File: src/rtl/graphics_buffer_controller.sv
// graphics_buffer_controller: owns the framebuffer write port and sequences
// back-buffer clears and double-buffer swaps. Swaps are taken only on the
// display frame boundary.
// Optional build macro GRAPHICS_BUFFER_STATS_EN adds the saturating
// dropped_pixels_out / swaps_out counters.
module graphics_buffer_controller #(
    parameter int unsigned PIXELS     = 256000,
    parameter int unsigned ADDR_WIDTH = 18
) (
    input  logic                  clock_in,
    input  logic                  reset_in,
    input  logic                  clear_request_in,
    input  logic                  show_request_in,
    input  logic                  frame_done_in,
    input  logic                  pixel_valid_in,
    input  logic [ADDR_WIDTH-1:0] pixel_addr_in,
    input  logic [3:0]            pixel_color_in,
    output logic                  pixel_ready_out,
    output logic                  fb_write_enable_out,
    output logic                  fb_write_buffer_out,
    output logic [ADDR_WIDTH-1:0] fb_write_addr_out,
    output logic [3:0]            fb_write_data_out,
    output logic                  display_buffer_out,
`ifdef GRAPHICS_BUFFER_STATS_EN
    output logic [15:0]           dropped_pixels_out,
    output logic [15:0]           swaps_out,
`endif
    output logic                  busy_out
);

    typedef enum logic [1:0] {
        IDLE      = 2'd0,
        CLEAR     = 2'd1,
        SWAP_WAIT = 2'd2
    } state_t;

    localparam logic [ADDR_WIDTH-1:0] LAST_ADDR   = ADDR_WIDTH'(PIXELS - 1);
    localparam logic [ADDR_WIDTH:0]   PIXEL_LIMIT = (ADDR_WIDTH + 1)'(PIXELS);

    state_t                  state;
    state_t                  next_state;
    logic                    clear_pending;
    logic                    show_pending;
    logic [ADDR_WIDTH-1:0]   clear_addr;
    logic                    display_buffer;
    logic                    sprite_we;
    logic [ADDR_WIDTH-1:0]   sprite_addr;
    logic [3:0]              sprite_data;
    logic                    start_clear;
    logic                    start_swap;
    logic                    swap_now;
    logic                    accept;
    logic                    in_range;

    assign accept   = pixel_valid_in && pixel_ready_out;
    assign in_range = {1'b0, pixel_addr_in} < PIXEL_LIMIT;

    // State register
    always_ff @(posedge clock_in) begin
        if (reset_in) begin
            state <= IDLE;
        end else begin
            state <= next_state;
        end
    end

    // Next-state decode, handshake and write-port mux
    always_comb begin
        next_state          = state;
        pixel_ready_out     = 1'b0;
        start_clear         = 1'b0;
        start_swap          = 1'b0;
        swap_now            = 1'b0;
        fb_write_enable_out = sprite_we;
        fb_write_addr_out   = sprite_addr;
        fb_write_data_out   = sprite_data;
        case (state)
            IDLE: begin
                // Ready is held low while reset is asserted so the reset
                // values of all outputs are visible during reset.
                pixel_ready_out = !reset_in && !clear_pending && !show_pending;
                if (clear_pending) begin
                    start_clear = 1'b1;
                    next_state  = CLEAR;
                end else if (show_pending) begin
                    start_swap = 1'b1;
                    next_state = SWAP_WAIT;
                end
            end
            CLEAR: begin
                fb_write_enable_out = 1'b1;
                fb_write_addr_out   = clear_addr;
                fb_write_data_out   = '0;
                if (clear_addr == LAST_ADDR) begin
                    next_state = IDLE;
                end
            end
            SWAP_WAIT: begin
                fb_write_enable_out = 1'b0;
                if (frame_done_in) begin
                    swap_now   = 1'b1;
                    next_state = IDLE;
                end
            end
            default: begin
                next_state = IDLE;
            end
        endcase
    end

    // Request latches: a clear during CLEAR and a show during SWAP_WAIT are absorbed
    always_ff @(posedge clock_in) begin
        if (reset_in) begin
            clear_pending <= 1'b0;
            show_pending  <= 1'b0;
        end else begin
            if (start_clear) begin
                clear_pending <= 1'b0;
            end else if (clear_request_in && state != CLEAR) begin
                clear_pending <= 1'b1;
            end
            if (start_swap) begin
                show_pending <= 1'b0;
            end else if (show_request_in && state != SWAP_WAIT) begin
                show_pending <= 1'b1;
            end
        end
    end

    // Clear sweep address and front/back buffer selection
    always_ff @(posedge clock_in) begin
        if (reset_in) begin
            clear_addr     <= '0;
            display_buffer <= 1'b0;
        end else begin
            clear_addr <= (state == CLEAR) ? clear_addr + 1'b1 : '0;
            if (swap_now) begin
                display_buffer <= ~display_buffer;
            end
        end
    end

    // Sprite write register: one-cycle latency, out-of-range pixels dropped
    always_ff @(posedge clock_in) begin
        if (reset_in) begin
            sprite_we   <= 1'b0;
            sprite_addr <= '0;
            sprite_data <= '0;
        end else begin
            sprite_we <= accept && in_range;
            if (accept && in_range) begin
                sprite_addr <= pixel_addr_in;
                sprite_data <= pixel_color_in;
            end
        end
    end

    assign display_buffer_out  = display_buffer;
    assign fb_write_buffer_out = ~display_buffer;
    assign busy_out            = (state != IDLE) || clear_pending || show_pending;

`ifdef GRAPHICS_BUFFER_STATS_EN
    // Saturating statistics counters
    always_ff @(posedge clock_in) begin
        if (reset_in) begin
            dropped_pixels_out <= '0;
            swaps_out          <= '0;
        end else begin
            if (accept && !in_range && dropped_pixels_out != '1) begin
                dropped_pixels_out <= dropped_pixels_out + 1'b1;
            end
            if (swap_now && swaps_out != '1) begin
                swaps_out <= swaps_out + 1'b1;
            end
        end
    end
`endif

endmodule

File: config.mk
export PLATFORM = sky130hd
export DESIGN_NAME = graphics_buffer_controller
export DESIGN_NICKNAME = d
export VERILOG_FILES = /design/src/rtl/graphics_buffer_controller.sv
export SDC_FILE = /design/constraint.sdc
export NUM_CORES = 1
export LEC_CHECK = 0
export ABC_CLOCK_PERIOD_IN_PS = 4400
export CORE_UTILIZATION = 53
export CTS_CLUSTER_DIAMETER = 120
export CTS_CLUSTER_SIZE = 20
export DETAILED_ROUTE_END_ITERATION = 8
export PLACE_DENSITY_LB_ADDON = 0.12
export SLEW_MARGIN = 5
export SYNTH_ARGS = -nofsm -noshare
export SYNTH_HDL_FRONTEND = slang
export SYNTH_SLANG_ARGS = --single-unit
File: constraint.sdc
create_clock -name clock_in -period 4.4 [get_ports clock_in]
set_input_delay 1.1 -clock clock_in [delete_from_list [all_inputs] [get_ports clock_in]]
set_output_delay 1.1 -clock clock_in [all_outputs]
set_load 0.02 [all_outputs]
Yosys cells after proc, flatten, opt, wreduce, memory -nomap -nowiden

Cells that the tools add are included.

Register bits: 46
Input port bits: 28
Output and inout bits: 27
Word-level logic and storage cells: 53

Add/subtract/negate cells: 1
$lt $le $gt $ge: 1
Equal/unequal tests: 8
Multiplexer cells: 16
Bitwise gates (word level): 2
Reduce and logical (&&, ||, !) cells: 17

Operator list:

| operator                                               | count |
|---|---|
| adder 18 x 1 -> 18 bit (second input constant)         | 1 |
| equality test 18 bit (second input constant)           | 1 |
| < comparator 18 bit (second input constant)            | 1 |
| 2-to-1 mux 18 bit                                      | 1 |
| 2-to-1 mux 1 bit                                       | 8 |
| 2-to-1 mux 2 bit                                       | 4 |
| logical AND 1 bit                                      | 6 |
| inequality test 2 bit (second input constant)          | 3 |
| case mux 2 bit (3 select lines)                        | 1 |
| OR reduction 2 bit                                     | 3 |
| 2-to-1 mux 4 bit                                       | 1 |
| logical NOT 1 bit                                      | 3 |
| inequality test 3 bit (second input constant)          | 1 |
| AND reduction 3 bit                                    | 1 |
| equality test 2 x 1 -> 1 bit (second input constant)   | 1 |
| equality test 2 bit (second input constant)            | 1 |
| logical NOT 2 bit                                      | 1 |
| logical OR 1 bit                                       | 2 |
| inequality test 2 x 1 -> 1 bit (second input constant) | 1 |
| inverter 1 bit                                         | 2 |
| case mux 1 bit (2 select lines)                        | 1 |
| nonzero test 2 bit                                     | 1 |

Depth between registers and ports, before layout

Word-level depth: 6
Depth in mapped cells: 7
Mapped depth without buffers: 6

Worst setup path after synthesis

Ideal clock, no wire load.

Kind: input to output
Start: in reset_in
End: out pixel_ready_out
Data arrival time: 1.719 ns
Data required time: 3.300 ns
Setup slack: 1.581 ns
Cell stages on the path: 1
Buffers on the path: 0
Path through: nor3_1

Longest elaborated chain between the ends: 4

Ends and longest elaborated chain:

| element                        | RTL line | RTL |
|---|---|---|
| start: declaration             | 11       | `input logic reset_in,` |
| logical NOT 1 bit              | 81       | `pixel_ready_out = !reset_in && !clear_pending && !show_pending;` |
| logical AND 1 bit (2 in a row) | 81       |  |
| 2-to-1 mux 1 bit               | 77       | `case (state)` |
| end: declaration               | 18       | `output logic pixel_ready_out,` |

Every way passes these cells.

Worst setup path in the final report

Same ends and word-level chain as after synthesis.

==> results.toml <==
[floorplanning]
die-area_um2 = 4490
ios = 55
num_rows = 23
core-area_um2 = 4030
chipHeight_um = 67.0
dieWidth_um = 67.0
initial_core_util = 0.557

[power]
netSwitchingFraction = 0.307
ir_worst_vdd_uv = 286
power_density_nw_per_um2 = 407
clkPwrFrac = 0.208
comb_power_share = 0.372
p_leak_nw = 1.09
switching_power_mw = 0.361
power_frac_seq = 0.420
power.internal_mw = 0.816

[critical_path]
crit_fanout = 3
cp_slowest_stage_delay_ns = 0.68
cp-start-kind = "input port"
cp_slowest_cell = "clkdlybuf4s50_1"
crit_type = "in2out"
critical_path_required_ns = 3.30
worst-endpoint-arrival_ns = 2.56
critPathCaptureType = "output port"
crit_chain = "clkdlybuf4s50_1 > nor3_1 > clkdlybuf4s50_1"
timing.rr.start = "state[1]"
crit_top_cell = "clkdlybuf4s50_1"
r2r_cells = 5
reg2reg_slack_ns = 2.18
r2r_end = "clear_addr[4]"
critPathLaunch = "reset_in"

[timing]
maxSlewViolCount = 0
rsz0062_at_grt = "no"
max_freq_ghz = 0.273
setup-violations-final = 0
finalClockSkew_ns = 0.00624
setup_tns_ns = 0
finalCritPeriodShare = 0.832
worst_slew_pin_slew_ns = 0.987
slew_headroom = 0.342
finalCriticalPeriod_ns = 3.66
hold_slack_ns = 0.507
hold_viol_final = 0
worst_slack_ns = 0.738

[logic_synthesis]
netlist_area_um2 = 2240
yosys_warnings = 0
synth_cell_types = 37
synthCells = 229
synthesis.nets = 261
synth_edf_count = 0
synthArstFlopShare = 0
yosysTopAreaCellShare = 0.411
synth_area_leaders = "dfxtp_1 41%, mux2_2 21%, nor2b_1 7.3%, nor2_1 3.2%, xnor2_1 2.3%"
synth-main-ff-cell = "dfxtp_1"
yosys.area.top_type = "dfxtp_1"
syn_avg_cell_area_um2 = 9.79
ys_ff_latch = 46
synth_seq_area_share = 0.411

[layout]
drive_gt1_frac = 0.202
fillers = 312
design_area_um2 = 2890
nNetsFinal = 314
insertedDiodeCount = 0
syn2layout_area_growth_pct = 29.0

[clock_tree]
cts.repair.resized = 0
root_buffer = "clkbuf_8"
postCtsHoldBufs = 0
numCtsBuffers = 5
clock_latency_ns = 0.30
post_cts_buffers = 0
cts_num_sinks = 46
htree_levels = 2
cts_tree = "yes"
path_clk_slew_ns = 0.08
clockBufferDepth = 2

[placed_design]
place_congestion = 0.839
hpwl_mm = 3.37
dpl_worst_slack_ns = 0.723
post_dp_cell_area_um2 = 2810
port_buffers = 54

[global_routing]
grt_usage = 0.236
grt_first_pass_wirelength_mm = 7.76
antenna_found_initial = 0
grt_pass1_vias = 1677
grt_max_degree = 31
overflow = 0

[run]
drv_cap = 0

[routing]
drc = 0
vias_per_cell = 5.37
drt_iter0_markers = 143
routed_wl_mm = 4.74
vias = 1782
final_antenna_net_count = 0
routedWlPerCell_um = 14.3
firstDrtPassIters = 5

[hold_path]
holdPathEnd = "sprite_addr[16]"
holdCritStartpoint = "sprite_addr[16]"
holdPathStages = 2
hold_path.class = "reg2reg"

[status]
status = "finished, final reports clean"
[per-layer routing]
metal	vias to the layer above	wire length, um	share of wire	GRT usage
met1	837	2250	0.48	0.314
met4	0	86	0.018	0.104
met2	47	2180	0.46	0.359
li1	890	-	-	-
met5	-	0	0	0
met3	8	215	0.045	0.0565
[metrics by stage]
step,utilization,total power [mW],std cells
after CTS,0.718,1.19,332
after detailed placement,0.698,0.941,325
final,0.718,1.18,332
after global placement,0.698,0.938,325
after global routing,0.718,1.24,332
after floorplan,-,0.776,229
[power by group through the flow]
stage / clock [mW] / combinational, mW / sequential (mW)
floorplan: 0 / 0.278 / 0.498
detailed placement: 0 / 0.439 / 0.503
finish: 0.245 / 0.438 / 0.494
global route: 0.262 / 0.474 / 0.499
global placement: 0 / 0.437 / 0.501
CTS: 0.252 / 0.442 / 0.493
[registers in the layout (all words and copies together), names as in the netlist]
name,cells
sprite_addr,18
display_buffer_out,1
show_pending,1
sprite_data,4
clear_addr,18
clear_pending,1
state,2
sprite_we,1
[cells in the mapped netlist, types with 2 or more instances]
| cell type | instances |
|---|---|
| or4_1 | 3 |
| nand2_1 | 9 |
| xnor2_1 | 6 |
| buf_6 | 2 |
| o31ai_1 | 3 |
| buf_2 | 2 |
| nor3_1 | 4 |
| ha_1 | 4 |
| clkbuf_1 | 7 |
| or3_1 | 3 |
| inv_1 | 7 |
| mux2_2 | 41 |
| nor2b_1 | 26 |
| nand3_1 | 8 |
| dfxtp_1 | 46 |
| nor2_1 | 19 |
| o21ai_0 | 3 |
| xor2_1 | 4 |
| nand2b_1 | 3 |
| a21oi_1 | 8 |
| nand4_1 | 4 |
| and3_1 | 2 |
[layout by cell type, fill, tap and decap left out, types with 4 or more instances in the layout]
| master | instances |
|---|---|
| a21oi_1 | 8 |
| buf_4 | 4 |
| clkbuf_8 | 5 |
| clkdlybuf4s50_1 | 54 |
| dfxtp_1 | 46 |
| ha_1 | 4 |
| inv_1 | 7 |
| mux2_2 | 41 |
| nand2_1 | 9 |
| nand3_1 | 8 |
| nand4_1 | 4 |
| nor2_1 | 19 |
| nor2b_1 | 26 |
| nor3_1 | 4 |
| xnor2_1 | 6 |
| xor2_1 | 4 |
[cell type report]
class | instances | area (um2) | share of cell area
multi-input combinational | 164 | 1230 | 0.426
sequential | 46 | 921 | 0.318
timing repair buffer | 58 | 571 | 0.197
clock buffer | 5 | 68.8 | 0.0238
tap | 50 | 62.6 | 0.0216
inverter | 7 | 26.3 | 0.00909
clock inverter | 2 | 10.0 | 0.00346
[kinds of logic after synthesis]
logic type,count (synthesis),synth area share
simple gates,88,0.218
flops,46,0.411
mux,42,0.210
compound gates,20,0.0597
buf+inv,19,0.0396
xor+xnor,10,0.0391
fa+ha+maj,4,0.0223
[worst max path at each step]
stage | to | cells after the start
final | pixel_ready_out | 3
after CTS | pixel_ready_out | 3
after global placement | pixel_ready_out | 3
after detailed placement | pixel_ready_out | 3
after global routing | fb_write_addr_out[12] | 4
after floorplan | pixel_ready_out | 1
[critical path, delay by kind of cell]
kind | cells | cell delay [ns]
buf+inv | 2 | 1.09
simple gates | 1 | 0.36
Note: power is estimated with default switching activity, not from simulation.
